**src/rtl/spi_slave_if.sv**
```systemverilog
// SPI slave front end: deserialises 10-bit command/address/data words from MOSI for the RAM and returns read bytes on MISO.
// Latency: rx_valid one cycle after the 10th data bit; MISO carries bit 7 one cycle after tx_valid.
// No backpressure: the master owns the pace; a high SS_n aborts the frame at once and any partial word is dropped.
module spi_slave_if #(
    parameter int WORD_W = 10,
    parameter int DATA_W = 8
) (
    input  logic              clk,
    input  logic              rst_n,
    input  logic              SS_n,
    input  logic              MOSI,
    output logic              MISO,
    output logic [WORD_W-1:0] rx_data,
    output logic              rx_valid,
    input  logic [DATA_W-1:0] tx_data,
    input  logic              tx_valid
);

    localparam int CNT_W = $clog2(WORD_W + 1);
    localparam int TXC_W = $clog2(DATA_W + 1);
    localparam logic [CNT_W-1:0] LAST_BIT  = CNT_W'(WORD_W - 1);
    localparam logic [CNT_W-1:0] WORD_DONE = CNT_W'(WORD_W);
    localparam logic [TXC_W-1:0] TX_DONE   = TXC_W'(DATA_W);

    typedef enum logic [2:0] {
        IDLE,
        CHK_CMD,
        WRITE,
        READ_ADD,
        READ_DATA
    } state_t;

    state_t            state;
    state_t            state_nxt;
    logic [CNT_W-1:0]  bit_cnt;
    logic [WORD_W-2:0] rx_shift;
    logic [DATA_W-2:0] tx_shift;
    logic [TXC_W-1:0]  tx_cnt;
    logic              rd_addr_seen;
    logic              in_rx;

    assign in_rx = !SS_n && (state == WRITE || state == READ_ADD || state == READ_DATA);

    always_ff @(posedge clk or negedge rst_n) begin
        if (!rst_n) begin
            state <= IDLE;
        end else begin
            state <= state_nxt;
        end
    end

    always_comb begin
        state_nxt = state;
        case (state)
            IDLE: begin
                if (!SS_n) state_nxt = CHK_CMD;
            end
            CHK_CMD: begin
                // The decision bit only steers the FSM; it never enters the word.
                if (SS_n)              state_nxt = IDLE;
                else if (!MOSI)        state_nxt = WRITE;
                else if (rd_addr_seen) state_nxt = READ_DATA;
                else                   state_nxt = READ_ADD;
            end
            default: begin
                if (SS_n) state_nxt = IDLE;
            end
        endcase
    end

    always_ff @(posedge clk or negedge rst_n) begin
        if (!rst_n) begin
            bit_cnt      <= '0;
            rx_shift     <= '0;
            rx_data      <= '0;
            rx_valid     <= 1'b0;
            rd_addr_seen <= 1'b0;
            tx_shift     <= '0;
            tx_cnt       <= '0;
            MISO         <= 1'b0;
        end else begin
            rx_valid <= 1'b0;
            if (!in_rx) begin
                // Idle, decision cycle or abort: start the next frame from scratch.
                bit_cnt <= '0;
                tx_cnt  <= '0;
                MISO    <= 1'b0;
            end else if (bit_cnt != WORD_DONE) begin
                rx_shift <= {rx_shift[WORD_W-3:0], MOSI};
                bit_cnt  <= bit_cnt + CNT_W'(1);
                if (bit_cnt == LAST_BIT) begin
                    rx_data  <= {rx_shift, MOSI};
                    rx_valid <= 1'b1;
                    if (state == READ_ADD)  rd_addr_seen <= 1'b1;
                    if (state == READ_DATA) rd_addr_seen <= 1'b0;
                end
            end else if (state == READ_DATA) begin
                // Word received; bits past the 10th are ignored and only the read byte moves.
                if (tx_cnt == '0) begin
                    if (tx_valid) begin
                        MISO     <= tx_data[DATA_W-1];
                        tx_shift <= tx_data[DATA_W-2:0];
                        tx_cnt   <= TXC_W'(1);
                    end
                end else if (tx_cnt != TX_DONE) begin
                    MISO     <= tx_shift[DATA_W-2];
                    tx_shift <= {tx_shift[DATA_W-3:0], 1'b0};
                    tx_cnt   <= tx_cnt + TXC_W'(1);
                end else begin
                    MISO <= 1'b0;
                end
            end
        end
    end

endmodule

```
**config.mk**
```make
export PLATFORM = sky130hd
export DESIGN_NAME = spi_slave_if
export DESIGN_NICKNAME = d
export VERILOG_FILES = /design/src/rtl/spi_slave_if.sv
export SDC_FILE = /design/constraint.sdc
export NUM_CORES = 1
export LEC_CHECK = 0
export ABC_CLOCK_PERIOD_IN_PS = 5400
export CAP_MARGIN = 0
export CORE_MARGIN = 8
export CORE_UTILIZATION = 58
export DETAILED_ROUTE_END_ITERATION = 8
export GPL_TIMING_DRIVEN = 0
export PLACE_DENSITY = 0.83
export SLEW_MARGIN = 25
export SYNTH_ARGS = -nofsm -noshare
export SYNTH_HDL_FRONTEND = slang
export SYNTH_SLANG_ARGS = --single-unit
export TNS_END_PERCENT = 100
```
**constraint.sdc**
```tcl
create_clock -name clk -period 5.4 [get_ports clk]
set_clock_uncertainty 0.1 [all_clocks]
set_input_delay 1.08 -clock clk [delete_from_list [all_inputs] [get_ports clk]]
set_output_delay 1.08 -clock clk [all_outputs]
set_load 0.02 [all_outputs]
```
## Word-level counts from Yosys, hierarchy flattened

Cells that the tools add are included.

| word-level totals | value |
|---|---|
| register bits after elaboration | 40 |
| latch bits | 0 |
| bits in writable memories | 0 |
| bits in read-only memories | 0 |
| output and inout bits | 12 |
| logic and storage cells | 70 |
| memories kept | 0 |

| cells by class | value |
|---|---|
| $add $sub $neg | 2 |
| $mul | 0 |
| divide/modulo/power cells | 0 |
| $lt $le $gt $ge | 0 |
| equal/unequal tests | 14 |
| shift-type cells | 0 |
| muxes and demuxes | 28 |
| bitwise gates (word level) | 1 |
| reduce and logical (&&, ||, !) cells | 16 |

Operators with widths:

| kind | number |
|---|---|
| $mux 4 | 8 |
| $mux 7 | 3 |
| $mux 3 | 5 |
| $mux 1 | 11 |
| $add 4x1->4 const B | 2 |
| $ne 4x4->1 const B | 2 |
| $reduce_and 4->1 | 2 |
| $eq 3x2->1 const B | 2 |
| $ne 2x2->1 const B | 3 |
| $pmux 3 s2 | 1 |
| $reduce_and 3->1 | 2 |
| $reduce_and 5->1 | 1 |
| $eq 4x4->1 const B | 1 |
| $logic_not 4->1 | 1 |
| $ne 2x1->1 const B | 2 |
| $reduce_and 2->1 | 2 |
| $reduce_bool 2->1 | 2 |
| $eq 3x1->1 const B | 1 |
| $eq 3x3->1 const B | 1 |
| $logic_not 3->1 | 1 |
| $ne 3x1->1 const B | 1 |
| $ne 3x3->1 const B | 1 |
| $reduce_bool 3->1 | 1 |
| $logic_or 1x1->1 | 2 |
| other kinds (3) | 3 |

## Depth between registers and ports, before layout

| depth | value |
|---|---|
| word-level depth | 6 |
| depth in mapped cells | 6 |
| gate-level depth less buffers | 5 |

## Least setup slack after synthesis

OpenSTA, ideal clock, no wires.

| path | value |
|---|---|
| kind | in2reg |
| start point | input port SS_n |
| end point | register tx_shift[1] |
| library setup time | 0.125 ns |
| data arrival time | 2.205 ns |
| path slack | 2.970 ns |
| stages | 3 |
| path buffers | 1 |
| cell sequence | clkbuf_1 -> a2111oi_4 -> mux2_2 |

| between the ends | value |
|---|---|
| cells in the longest elaborated chain, start to end | 3 |

Ends and longest elaborated chain:

| item | RTL line | RTL |
|---|---|---|
| start: declaration | 10 | `input logic SS_n,` |
| $logic_not 1->1 | - |  |
| $logic_and 1x1->1 | 42 | `assign in_rx = !SS_n && (state == WRITE \|\| state == READ_ADD \|\| state == READ_DATA);` |
| $reduce_and 5->1 (no line) | - |  |
| end signal: assignment | 102 | `tx_shift <= tx_data[DATA_W-2:0];` |
| end signal: assignment | 107 | `tx_shift <= {tx_shift[DATA_W-3:0], 1'b0};` |
| end: declaration | 37 | `logic [DATA_W-2:0] tx_shift;` |

Every way passes these cells.
A chain may end at the register's enable or synchronous reset.

## Worst setup path after layout

| path | value |
|---|---|
| start point | input port tx_valid |
| end point | register tx_shift[3] |

| between the ends | value |
|---|---|
| cells in the longest elaborated chain, start to end | 2 |

Ends and longest elaborated chain:

| item | RTL line | RTL |
|---|---|---|
| start: declaration | 16 | `input logic tx_valid` |
| $ne 2x2->1 (no line) | - |  |
| $reduce_and 5->1 (no line) | - |  |

Every way passes these cells.

==> results.sh <==
export IMPL_nets=197
export IMPL_core_mm2=0.00326
export IMPL_die_width_um=73.4
export IMPL_setup_viol=0
export IMPL_mostFrequentLayoutCell="dfrtp_1"
export IMPL_antenna_found_initial=0
export IMPL_start_util_pct=58.6
export IMPL_yosys_warnings=0
export IMPL_power_uw=621
export IMPL_numClockSinks=40
export IMPL_cts_buffers=5
export IMPL_min_period_ps=2590
export IMPL_rsz0062_at_grt="no"
export IMPL_grt_max_degree=22
export IMPL_synth_area_leader_cell="dfrtp_1"
export IMPL_remaining_drc_errors=0
export IMPL_synth_flop_cell="dfrtp_1"
export IMPL_cp_start_kind="input pin"
export IMPL_cts_tree="yes"
export IMPL_h_tree_depth=2
export IMPL_tightest_slew_ps=897
export IMPL_finish_utilization_pct=70.7
export IMPL_io_pins=25
export IMPL_rows=21
export IMPL_slew_headroom_pct=40.1
export IMPL_synth_seq_cells=40
export IMPL_grt_pass1_vias=1369
export IMPL_yosysTopAreaCellShare_pct=52.4
export IMPL_synth_nets=166
export IMPL_synth_edf_count=0
export IMPL_reg2reg_slack_ps=3020
export IMPL_post_drt_via_cell_ratio=5.66
export IMPL_layout_common_cells="40 x dfrtp_1, 30 x mux2_2, 22 x clkdlybuf4s50_1"
export IMPL_max_cap_viol_count=0
export IMPL_startpoint="tx_valid"
export IMPL_hold_depth=1
export IMPL_drt_total_wl_um=3500
export IMPL_postSynthCellCount=148
export IMPL_path_max_fanout=7
export IMPL_required_ps=5540
export IMPL_p_leak_nw=0.995
export IMPL_cts_buffer_depth=2
export IMPL_gp_congestion=0.822
export IMPL_finalHoldViolCount=0
export IMPL_holdWs_ps=404
export IMPL_crit_buf_inv=1
export IMPL_critPathMaxStageDelay_ps=640
export IMPL_die_h_um=73.4
export IMPL_reg2reg_from="tx_cnt[0]$_DFFE_PN0P_"
export IMPL_hold_class="register to register"
export IMPL_status="finished, final reports clean"
export IMPL_yosysSeqAreaShare_pct=52.4
export IMPL_gr_total_overflow=0
export IMPL_layout_drive_gt1_share_pct=26.1
export IMPL_drtAntennaViolNets=0
export IMPL_num_antenna_cells=0
export IMPL_yosysUniqueCellTypes=41
export IMPL_slowest_stage="a2111oi_4"
export IMPL_grt_pass1_wl_um=6270
export IMPL_fmax_mhz=387
export IMPL_final_setup_tns_ps=0
export IMPL_insertion_delay_ps=340
export IMPL_dieArea_mm2=0.00539
export IMPL_critPathCaptureType="register"
export IMPL_syn_to_final_growth_pct=20.6
export IMPL_crit_chain="clkdlybuf4s50_1 -> nand2b_1 -> a2111oi_4 -> mux2_2"
export IMPL_period_share_pct=47.9
export IMPL_dp_final_hpwl_um=2660
export IMPL_p_per_area_mw_per_mm2=269
export IMPL_drt_pass1_iter_count=4
export IMPL_syn_area_mm2=0.00191
export IMPL_cts_resized_gates=0
export IMPL_crit_family="compound AO/OA/AOI/OAI gates"
export IMPL_place_area_mm2=0.00222
export IMPL_clkTransAtPathRegs_ps=120
export IMPL_fin_area_mm2=0.00230
export IMPL_async_flop_share_pct=100
export IMPL_grt_total_usage_pct=15.1
export IMPL_syn_avg_cell_area_um2=12.9
export IMPL_crit_cells=4
export IMPL_fill_cells=271
export IMPL_vias=1280
export IMPL_critPathKind="input pin to register"
export IMPL_critPathArrivalTime_ps=2730
export IMPL_crit_path_end="tx_shift[3]$_DFFE_PN0P_"
export IMPL_worst_r2r_endpoint="tx_shift[2]$_DFFE_PN0P_"
export IMPL_ys_top_cells_by_area="dfrtp_1 52%, mux2_2 18%, ha_1 3.3%"
export IMPL_vdd_drop_max_v=0.000205
export IMPL_holdBufCountCts=0
export IMPL_wire_per_inst_um=15.5
export IMPL_drt_first_iter_violations=64
export IMPL_port_buffers=23
export IMPL_slew_viol_final=0
export IMPL_post_cts_buffers=0
export IMPL_reg2reg_depth=5
export IMPL_cts_root_buf="clkbuf_4"
==> cell type report <==
| cell class | instances | area, um^2 | area share (%) |
|---|---|---|---|
| flip-flops and latches | 40 | 1000 | 43.4 |
| multi-input cells | 95 | 850 | 36.9 |
| repair buffers | 24 | 253 | 11.0 |
| well taps | 46 | 57.6 | 2.50 |
| clock inverters | 3 | 46.3 | 2.01 |
| clock buffers | 5 | 37.5 | 1.63 |
| plain buffers | 5 | 30.0 | 1.30 |
| inverters | 8 | 30.0 | 1.30 |
==> flip-flops by register name, summed over array words and instances (netlist names) <==
register / count
MISO: 1
bit_cnt: 4
rd_addr_seen: 1
rx_data: 10
rx_shift: 9
rx_valid: 1
state: 3
tx_cnt: 4
tx_shift: 7
==> cells in the mapped netlist, drive strengths merged (2+ instances only) <==
cell,count
nand2b,3
nor3b,2
dfrtp,40
nor2b,2
o21ai,2
clkbuf,3
a21oi,4
a31oi,3
mux2i,3
o211ai,2
a211oi,4
nand3,2
xnor2,2
nor2,7
nand2,3
inv,8
mux2,31
ha,5
nor3,2
buf,2
o31ai,3
==> how the worst min path moves through the flow <==
stage | startpoint | endpoint | slack [ps]
floorplan | tx_shift[2]$_DFFE_PN0P_ | tx_shift[2]$_DFFE_PN0P_ | 350
global placement | tx_shift[2]$_DFFE_PN0P_ | tx_shift[2]$_DFFE_PN0P_ | 370
detailed placement | tx_shift[2]$_DFFE_PN0P_ | tx_shift[2]$_DFFE_PN0P_ | 380
CTS | tx_shift[2]$_DFFE_PN0P_ | tx_shift[2]$_DFFE_PN0P_ | 410
global route | tx_shift[2]$_DFFE_PN0P_ | tx_shift[2]$_DFFE_PN0P_ | 440
finish | tx_shift[2]$_DFFE_PN0P_ | tx_shift[2]$_DFFE_PN0P_ | 400
==> kinds of logic (layout without fill, tap and decap cells) <==
| logic type | after synthesis | after routing | synth area share [%] |
|---|---|---|---|
| flip-flops | 40 | 40 | 52.4 |
| buffers and inverters | 13 | 45 | 3.14 |
| adder cells (fa/ha/maj) | 5 | 5 | 3.27 |
| XOR/XNOR | 3 | 3 | 1.38 |
| multiplexers | 34 | 34 | 19.8 |
| AO/OA/AOI/OAI | 23 | 23 | 10.4 |
| AND/OR/NAND/NOR | 30 | 30 | 9.56 |
==> worst reg2reg max path: cells and delay by family, from the launching register on <==
kind	cells	cell delay (ps)
simple gates	1	750
fa+ha+maj	1	200
buf+inv	1	80
mux	2	700
flops	1	460
==> metrics by stage <==
step	setup slack, ps	instances
floorplan	2970	148
global route	2750	226
CTS	2810	226
global placement	2250	217
finish	2810	226
detailed placement	2440	218
==> where the power goes <==
group	internal, mW	switching [mW]
sequential	0.331	0.0237
clock	0.0989	0.102
combinational	0.0392	0.0257
total	0.469	0.151
==> per-layer routing <==
| layer | GRT usage [%] | up-vias | routed length, um |
|---|---|---|---|
| met5 | 0 | - | 0 |
| met4 | 5.99 | 0 | 29 |
| met3 | 6.41 | 4 | 221 |
| met2 | 24.8 | 29 | 1800 |
| met1 | 16.8 | 647 | 1450 |
| li1 | - | 600 | - |
Note: power is estimated with default switching activity, not from simulation.
